<file path="src/rtl/bus_pkg.sv">
// Shared definitions for the datapath bus source encoder: source indices,
// FSM states and select width.
package bus_pkg;

  localparam int NUM_SRC = 32;
  localparam int SEL_W   = $clog2(NUM_SRC);

  typedef enum logic [4:0] {
    SRC_R0     = 5'd0,
    SRC_R1     = 5'd1,
    SRC_R2     = 5'd2,
    SRC_R3     = 5'd3,
    SRC_R4     = 5'd4,
    SRC_R5     = 5'd5,
    SRC_R6     = 5'd6,
    SRC_R7     = 5'd7,
    SRC_R8     = 5'd8,
    SRC_R9     = 5'd9,
    SRC_R10    = 5'd10,
    SRC_R11    = 5'd11,
    SRC_R12    = 5'd12,
    SRC_R13    = 5'd13,
    SRC_R14    = 5'd14,
    SRC_R15    = 5'd15,
    SRC_HI     = 5'd16,
    SRC_LO     = 5'd17,
    SRC_ZHI    = 5'd18,
    SRC_ZLO    = 5'd19,
    SRC_PC     = 5'd20,
    SRC_MDR    = 5'd21,
    SRC_INPORT = 5'd22,
    SRC_C      = 5'd23
  } src_e;

  typedef enum logic {
    IDLE  = 1'b0,
    DRIVE = 1'b1
  } state_e;

endpackage

</file>
<file path="src/rtl/prio_encoder_32.sv">
// Lowest-index priority encoder over the 32 bus-source request lines,
// with "any request" and "more than one request" indications.
module prio_encoder_32
  import bus_pkg::*;
(
  input  logic [NUM_SRC-1:0] req_i,
  output logic [SEL_W-1:0]   code_o,
  output logic               any_o,
  output logic               multi_o
);

  // Scan from the top down so the lowest set bit is the last one to write the code.
  always_comb begin
    code_o = {SEL_W{1'b0}};
    for (int i = NUM_SRC - 1; i >= 0; i--) begin
      code_o = req_i[i] ? SEL_W'(i) : code_o;
    end
    any_o   = |req_i;
    multi_o = ((req_i & (req_i - NUM_SRC'(1))) != {NUM_SRC{1'b0}});
  end

endmodule

</file>
<file path="src/rtl/bus_source_encoder.sv">
// Converts one-hot source requests into a registered 5-bit bus mux select, holds it
// until the destination acknowledges, and tracks collisions and stuck transfers.
module bus_source_encoder
  import bus_pkg::*;
#(
  parameter int TIMEOUT = 15,
  parameter int CNT_W   = 8
) (
  input  logic               clock,
  input  logic               clear,
  input  logic [NUM_SRC-1:0] src_req,
  input  logic               load_ack,
  input  logic               err_clr,
  output logic [SEL_W-1:0]   sel,
  output logic               bus_valid,
  output logic               busy,
  output logic               collision_err,
  output logic               timeout_err,
  output logic [CNT_W-1:0]   err_count
);

  localparam logic [7:0]       TMO_LAST = 8'(TIMEOUT - 1);
  localparam logic [CNT_W-1:0] CNT_MAX  = {CNT_W{1'b1}};

  state_e             state_q;
  logic [SEL_W-1:0]   sel_q;
  logic [7:0]         tmo_q;
  logic               coll_q, coll_d;
  logic               tmo_err_q, tmo_err_d;
  logic [CNT_W-1:0]   cnt_q, cnt_d;

  logic [SEL_W-1:0]   code_s;
  logic               any_s;
  logic               multi_s;
  logic               latch_s;
  logic               coll_ev_s;
  logic               tmo_ev_s;

  prio_encoder_32 u_prio (
    .req_i   (src_req),
    .code_o  (code_s),
    .any_o   (any_s),
    .multi_o (multi_s)
  );

  // Latch points are IDLE or an ack cycle; an error on the err_clr edge survives the clear.
  always_comb begin
    latch_s   = 1'b0;
    tmo_ev_s  = 1'b0;
    coll_d    = coll_q;
    tmo_err_d = tmo_err_q;
    cnt_d     = cnt_q;
    if (state_q == IDLE) begin
      latch_s = any_s;
    end else begin
      latch_s = any_s && load_ack;
    end
    coll_ev_s = latch_s && multi_s;
    if ((state_q == DRIVE) && !load_ack && (tmo_q == TMO_LAST)) begin
      tmo_ev_s = 1'b1;
    end else begin
      tmo_ev_s = 1'b0;
    end
    if (err_clr) begin
      coll_d    = coll_ev_s;
      tmo_err_d = tmo_ev_s;
      cnt_d     = (coll_ev_s || tmo_ev_s) ? CNT_W'(1) : {CNT_W{1'b0}};
    end else begin
      coll_d    = coll_q | coll_ev_s;
      tmo_err_d = tmo_err_q | tmo_ev_s;
      if ((coll_ev_s || tmo_ev_s) && (cnt_q != CNT_MAX)) begin
        cnt_d = cnt_q + CNT_W'(1);
      end else begin
        cnt_d = cnt_q;
      end
    end
  end

  always_ff @(posedge clock) begin
    if (clear) begin
      state_q   <= IDLE;
      sel_q     <= {SEL_W{1'b0}};
      tmo_q     <= 8'd0;
      coll_q    <= 1'b0;
      tmo_err_q <= 1'b0;
      cnt_q     <= {CNT_W{1'b0}};
    end else begin
      coll_q    <= coll_d;
      tmo_err_q <= tmo_err_d;
      cnt_q     <= cnt_d;
      case (state_q)
        IDLE: begin
          if (latch_s) begin
            sel_q   <= code_s;
            tmo_q   <= 8'd0;
            state_q <= DRIVE;
          end
        end
        DRIVE: begin
          if (load_ack) begin
            if (any_s) begin
              sel_q <= code_s;
              tmo_q <= 8'd0;
            end else begin
              state_q <= IDLE;
            end
          end else if (tmo_ev_s) begin
            tmo_q   <= 8'd0;
            state_q <= IDLE;
          end else begin
            tmo_q <= tmo_q + 8'd1;
          end
        end
        default: begin
          state_q <= IDLE;
        end
      endcase
    end
  end

  assign sel           = sel_q;
  assign bus_valid     = (state_q == DRIVE);
  assign busy          = (state_q == DRIVE);
  assign collision_err = coll_q;
  assign timeout_err   = tmo_err_q;
  assign err_count     = cnt_q;

endmodule

</file>
<file path="config.mk">
export PLATFORM = sky130hd
export DESIGN_NAME = bus_source_encoder
export DESIGN_NICKNAME = d
export VERILOG_FILES = /design/src/rtl/bus_pkg.sv /design/src/rtl/prio_encoder_32.sv /design/src/rtl/bus_source_encoder.sv
export SDC_FILE = /design/constraint.sdc
export NUM_CORES = 1
export LEC_CHECK = 0
export CAP_MARGIN = 20
export CORE_ASPECT_RATIO = 0.5
export CORE_MARGIN = 4
export CORE_UTILIZATION = 49
export CTS_BUF_LIST = sky130_fd_sc_hd__clkbuf_8
export DETAILED_ROUTE_END_ITERATION = 10
export GPL_ROUTABILITY_DRIVEN = 0
export PLACE_DENSITY = 0.87
export SLEW_MARGIN = 15
export SYNTH_ARGS = -nofsm -noshare
export SYNTH_HDL_FRONTEND = slang
export SYNTH_SLANG_ARGS = --single-unit
</file>
<file path="constraint.sdc">
create_clock -name clock -period 4.4 [get_ports clock]
set_input_delay 0.88 -clock clock [delete_from_list [all_inputs] [get_ports clock]]
set_output_delay 0.88 -clock clock [all_outputs]
set_load 0.03 [all_outputs]
</file>
## Word level (Yosys, flattened, before mapping)

Index checks and enable logic that the tools add are counted.

- Register bits after elaboration: 24
- Bits of input ports: 36
- Output and inout bits: 17
- Logic and storage cells: 84

- Add/subtract/negate cells: 3
- Equality and inequality tests: 6
- Multiplexer cells: 53
- Bitwise operators: 4
- Reduce and logical (&&, ||, !) cells: 12

Operator list:

| cell | count |
|---|---|
| 5-bit two-way mux | 35 |
| 8-bit two-way mux | 6 |
| 32-bit bitwise AND | 1 |
| 32-bit nonzero test | 1 |
| 32-bit OR reduction | 1 |
| 32-bit by 1-bit subtractor with 32-bit output, second input constant | 1 |
| 8-bit by 1-bit adder with 8-bit output, second input constant | 2 |
| 8-bit case mux with 2 select lines | 1 |
| 5-bit case mux with 2 select lines | 1 |
| 1-bit two-way mux | 9 |
| 8-bit by 4-bit equality test with 1-bit output, second input constant | 1 |
| 8-bit inequality test, second input constant | 1 |
| 1-bit logical AND | 5 |
| 2-bit inequality test, second input constant | 2 |
| 3-bit by 2-bit inequality test with 1-bit output, second input constant | 1 |
| 3-bit AND reduction | 1 |
| 2-bit by 1-bit inequality test with 1-bit output, second input constant | 1 |
| 1-bit OR | 2 |
| 1-bit case mux with 2 select lines | 1 |
| 2-bit AND reduction | 1 |
| 2-bit nonzero test | 1 |
| 1-bit zero test | 1 |
| 1-bit logical OR | 1 |
| 1-bit inverter | 1 |

## Depth between registers and ports, before layout

Gate-level depths: netlist of run 1.

- Word-level depth: 35
- Depth in mapped cells: 10
- Mapped depth without buffers: 8

## By module

A second synthesis of run 1 with hierarchy kept.

- Cells, all modules: 246
- Area, all modules: 1914.3 um^2

Modules (own cells, without submodules):

| module | instances | cells an instance | area each (um^2) | sequential area each (um^2) |
|---|---|---|---|---|
| bus_source_encoder | 1 | 131 | 1189.9 | 480.5 |
| prio_encoder_32 | 1 | 115 | 724.4 | 0.0 |

## Worst setup path before layout of run 1

OpenSTA, ideal clock, no wires.

- Kind: input to register
- From: input port src_req[6]
- To: register cnt_q[6], in the netlist err_count[6]
- Library setup time: 0.088 ns
- Data arrival time: 3.345 ns
- Required time: 4.312 ns
- Path slack: 0.967 ns
- Stages: 10
- Buffers on the path: 2
- Path through: buf_2 -> or4_1 -> or4_1 -> buf_2 -> o41ai_2 -> nand4_1 -> nor4_4 -> o21bai_2 -> and4b_1 -> nor4_2

- Cells in the longest elaborated chain, start to end: 7
- Elaborated cells between the ends (all ways): 10
- Classes of those cells: add/sub (1); mux (1); bitwise (1); reduce/logical (7)

RTL lines:

| item | line | text |
|---|---|---|
| start, declared | bus_source_encoder.sv:11 | `input logic [NUM_SRC-1:0] src_req,` |
| 32-bit by 1-bit subtractor with 32-bit output or 32-bit OR reduction (tied branches) | prio_encoder_32.sv:19, prio_encoder_32.sv:18 |  |
| 32-bit bitwise AND or 1-bit logical AND (tied branches) | prio_encoder_32.sv:19, bus_source_encoder.sv:56 |  |
| 32-bit nonzero test or 1-bit two-way mux (tied branches) | prio_encoder_32.sv:19, bus_source_encoder.sv:53 |  |
| 1-bit logical AND (*) | bus_source_encoder.sv:58 | `coll_ev_s = latch_s && multi_s;` |
| 1-bit logical OR (*) | bus_source_encoder.sv:71 | `if ((coll_ev_s \|\| tmo_ev_s) && (cnt_q != CNT_MAX)) begin` |
| 1-bit logical AND (*) | bus_source_encoder.sv:71 |  |
| 2-bit nonzero test (no source line) (*) | - |  |
| end signal, assigned | bus_source_encoder.sv:86 | `cnt_q <= {CNT_W{1'b0}};` |
| end signal, assigned | bus_source_encoder.sv:90 | `cnt_q <= cnt_d;` |
| end, declared | bus_source_encoder.sv:30 | `logic [CNT_W-1:0] cnt_q, cnt_d;` |

Every way passes the cells marked *; elsewhere a longest branch is shown, timed or not.
A chain may end at the register's enable or synchronous reset.

## Worst setup path in the final report of run 1

- From: input port src_req[3]
- To: register cnt_q[6], in the netlist err_count[6]

The elaborated chain is that of the path after synthesis.

==> results of run 1 <==
==> where the power goes <==
group | switching [mW] | internal, mW
combinational | 0.0650 | 0.0579
sequential | 0.00357 | 0.221
clock | 0.0653 | 0.0612
total | 0.134 | 0.341
==> kinds of logic after synthesis <==
family                     count (synthesis)  synth area share [%]
xor gates and xnor gates                   9                  4.31
buffers and inverters                     22                  4.86
AOI/OAI and AO/OA                         70                  26.3
muxes                                      1                 0.547
adders and majority gates                  5                  3.15
DFF                                       24                  26.3
and+or+nand+nor                          115                  34.5
==> state kept, by name, summed over array words and instances (netlist names) <==
name and flops:
sel 5, collision_err 1, bus_valid 1, timeout_err 1, err_count 8, tmo_q 8
==> layout make-up <==
class	instances	area share (%)
Sequential cell	24	19.5
Inverter	11	1.67
Tap cell	51	2.59
Timing Repair Buffer	60	23.5
Multi-Input combinational cell	200	51.1
Clock buffer	3	1.67
==> path summary, 6_finish.rpt <==
path | slack [ns] | endpoint | start | depth (start not counted)
setup reg to reg | 2.42 | err_count[4] | bus_valid | 7
hold / removal | 0.47 | sel[2] | sel[2] | 2
setup / recovery | 0.40 | err_count[6] | src_req[3] | 9
hold reg to reg | 0.47 | sel[2] | sel[2] | 2
==> worst max-delay path, cell delays in order <==
cell	delay, ns
clkdlybuf4s50_1	0.52
or4_4	0.61
or4_1	0.72
o21ai_0	0.28
nand4_1	0.19
nor4_4	0.43
o21bai_2	0.14
and4b_1	0.20
nor4_2	0.20
==> cell usage after synthesis (all sizes together) (2+ instances only) <==
master	count	area, µm²
and4b	2	20.0
o2111ai	2	17.5
maj3	2	20.0
nand2b	3	18.8
or4	8	63.8
and3	5	31.3
or2	2	12.5
xor2	3	26.3
o41ai	4	42.6
nand2	11	41.3
nor4	11	90.1
nor2	29	109
a21oi	21	105
buf	5	25.0
nand3	9	45.0
nand3b	2	15.0
o211ai	2	15.0
and2	2	12.5
or3	6	37.5
o31ai	5	37.5
clkbuf	6	22.5
xnor2	6	52.6
nor3	17	85.1
dfxtp	24	480
o21ai	17	85.1
ha	3	37.5
a211oi	5	37.5
inv	11	41.3
nand4	8	50.1
o21bai	3	26.3
==> routing by layer <==
metal	part of all wire, %	routed length (µm)
met5	0	0
met3	8.3	438
met1	43	2300
met2	47	2480
met4	1.4	72
==> stage by stage <==
step / setup WS [ns] / power [mW] / instances
after CTS: 0.451 / 0.478 / 349
after global routing: 0.210 / 0.497 / 349
after global placement: 0.293 / 0.347 / 346
final: 0.402 / 0.474 / 349
after floorplan: 0.967 / 0.282 / 246
after detailed placement: 0.165 / 0.351 / 346
==> results by group, run 1 <==
Power
  • Pleak: 0.860 nW
  • Total power divided by cell area: 192 nW/µm²
  • Max VDD drop: 105 µV

Floorplan
  • Die area: 4830 µm²
  • I/O pins: 53
  • DIE HEIGHT: 51.2 µm
  • Starting density of the core: 52.1%
  • Die extent in x: 94.4 µm
  • Core area: 3510 µm²
  • Std-Cell Rows: 15

Synthesis
  • Netlist Area Pre-Place: 1830 µm²
  • Synth Register Bits: 24
  • Post-synth EDFFs: 0
  • Ys flop type: dfxtp_1
  • Syn Area/Cell: 7.44 µm²
  • Sequential cell area fraction in the yosys report: 26.3%
  • Ys Warns: 0
  • Post-Syn Instances: 246
  • Number of distinct library cells after synthesis: 50
  • Async SR Flop Fraction: 0%
  • Syn Nets: 285

Global route
  • M3 GR Usage: 3.82%
  • Met2 GRT Util: 39.0%
  • Busiest grt layer: met2
  • Global-route wire length before repair: 8700 µm
  • Overall global routing resource usage: 22.3%
  • Vias in the first global route: 1941
  • GR Util met1: 28.4%
  • Largest net degree at the start of global routing: 22
  • Remaining global-route overflow: 0
  • Antenna violations before repair: 0

Layout
  • N_diodes: 0
  • Design area: 2470 µm²
  • Fill count: 309
  • P&R area growth vs syn: 34.9%
  • Commonest non-fill, non-tap cells in the layout: clkdlybuf4s50_1, nor2_1, dfxtp_1
  • Multi-input logic area: 1260 µm²
  • Post-layout util: 70.3%
  • FF+latch area: 480 µm²
  • Most common cell after layout, fill and taps aside: clkdlybuf4s50_1
  • Nets: 339
  • Share of post-route cells with drive strength above 1: 6.71%

Routing
  • WL/cell: 15.2 µm
  • Via count normalized by instance count: 6.21
  • DRC: 0
  • Detail Route Antenna Nets: 0
  • DR iter-0 viols: 121
  • DRT Wirelength: 5290 µm
  • 1st-pass router iterations: 5
  • Via count: 2166

CTS
  • CTS hold repair buffers: 0
  • CTS Root Cell: clkbuf_8
  • CTS max path bufs: 2
  • CTS buffer count: 3
  • CTS resizes: 0
  • Postcts setup bufs: 0
  • CTS tree: done
  • Worst skew pair latency: 0.26 ns
  • Clk slew on worst S/H paths: 0.08 ns
  • Sink Count: 24
  • H-tree Lvls: 1

Placed design
  • Dpl cell area: 2430 µm²
  • Port Buffers: 52
  • Post-DP HPWL: 4240 µm

Run
  • Maxcap violations: 0

STA
  • Rel. slew slack: 49.5%
  • Final Hold Viols: 0
  • Min Hold Slack: 0.466 ns
  • Worst Tran Pin Value: 0.754 ns
  • RSZ-0062 raised after global routing: false
  • Final Setup Violations: 0
  • Max-slew violations: 0
  • Final setup TNS: 0 ns
  • Fin crit share: 90.9%
  • Layout Skew: 0.00315 ns
  • Max Clk Rate: 250 MHz
  • Fin crit period: 4.00 ns

Setup path
  • Startpoint Class: input pin
  • Worst Path Required: 4.57 ns
  • Crit Path Max Fanout: 9
  • WS Path Type: input pin to flip-flop
  • Critical Path AT: 4.17 ns
  • Capturing element type of the critical path: flip-flop

Run status
  • Outcome: completed

Min path
  • Hold Crit Class: flip-flop to flip-flop
Power figures use the tool's default switching activity.
==> run 2: changes to the inputs <==
--- a/config.mk
+++ b/config.mk
@@ -10,6 +10,7 @@
 export CORE_MARGIN = 4
 export CORE_UTILIZATION = 49
 export CTS_BUF_LIST = sky130_fd_sc_hd__clkbuf_8
+export CTS_CLUSTER_SIZE = 40
 export DETAILED_ROUTE_END_ITERATION = 10
 export GPL_ROUTABILITY_DRIVEN = 0
 export PLACE_DENSITY = 0.87
==> results of run 2 <==
Final layout, timing and power as in run 1 (identical DEF).
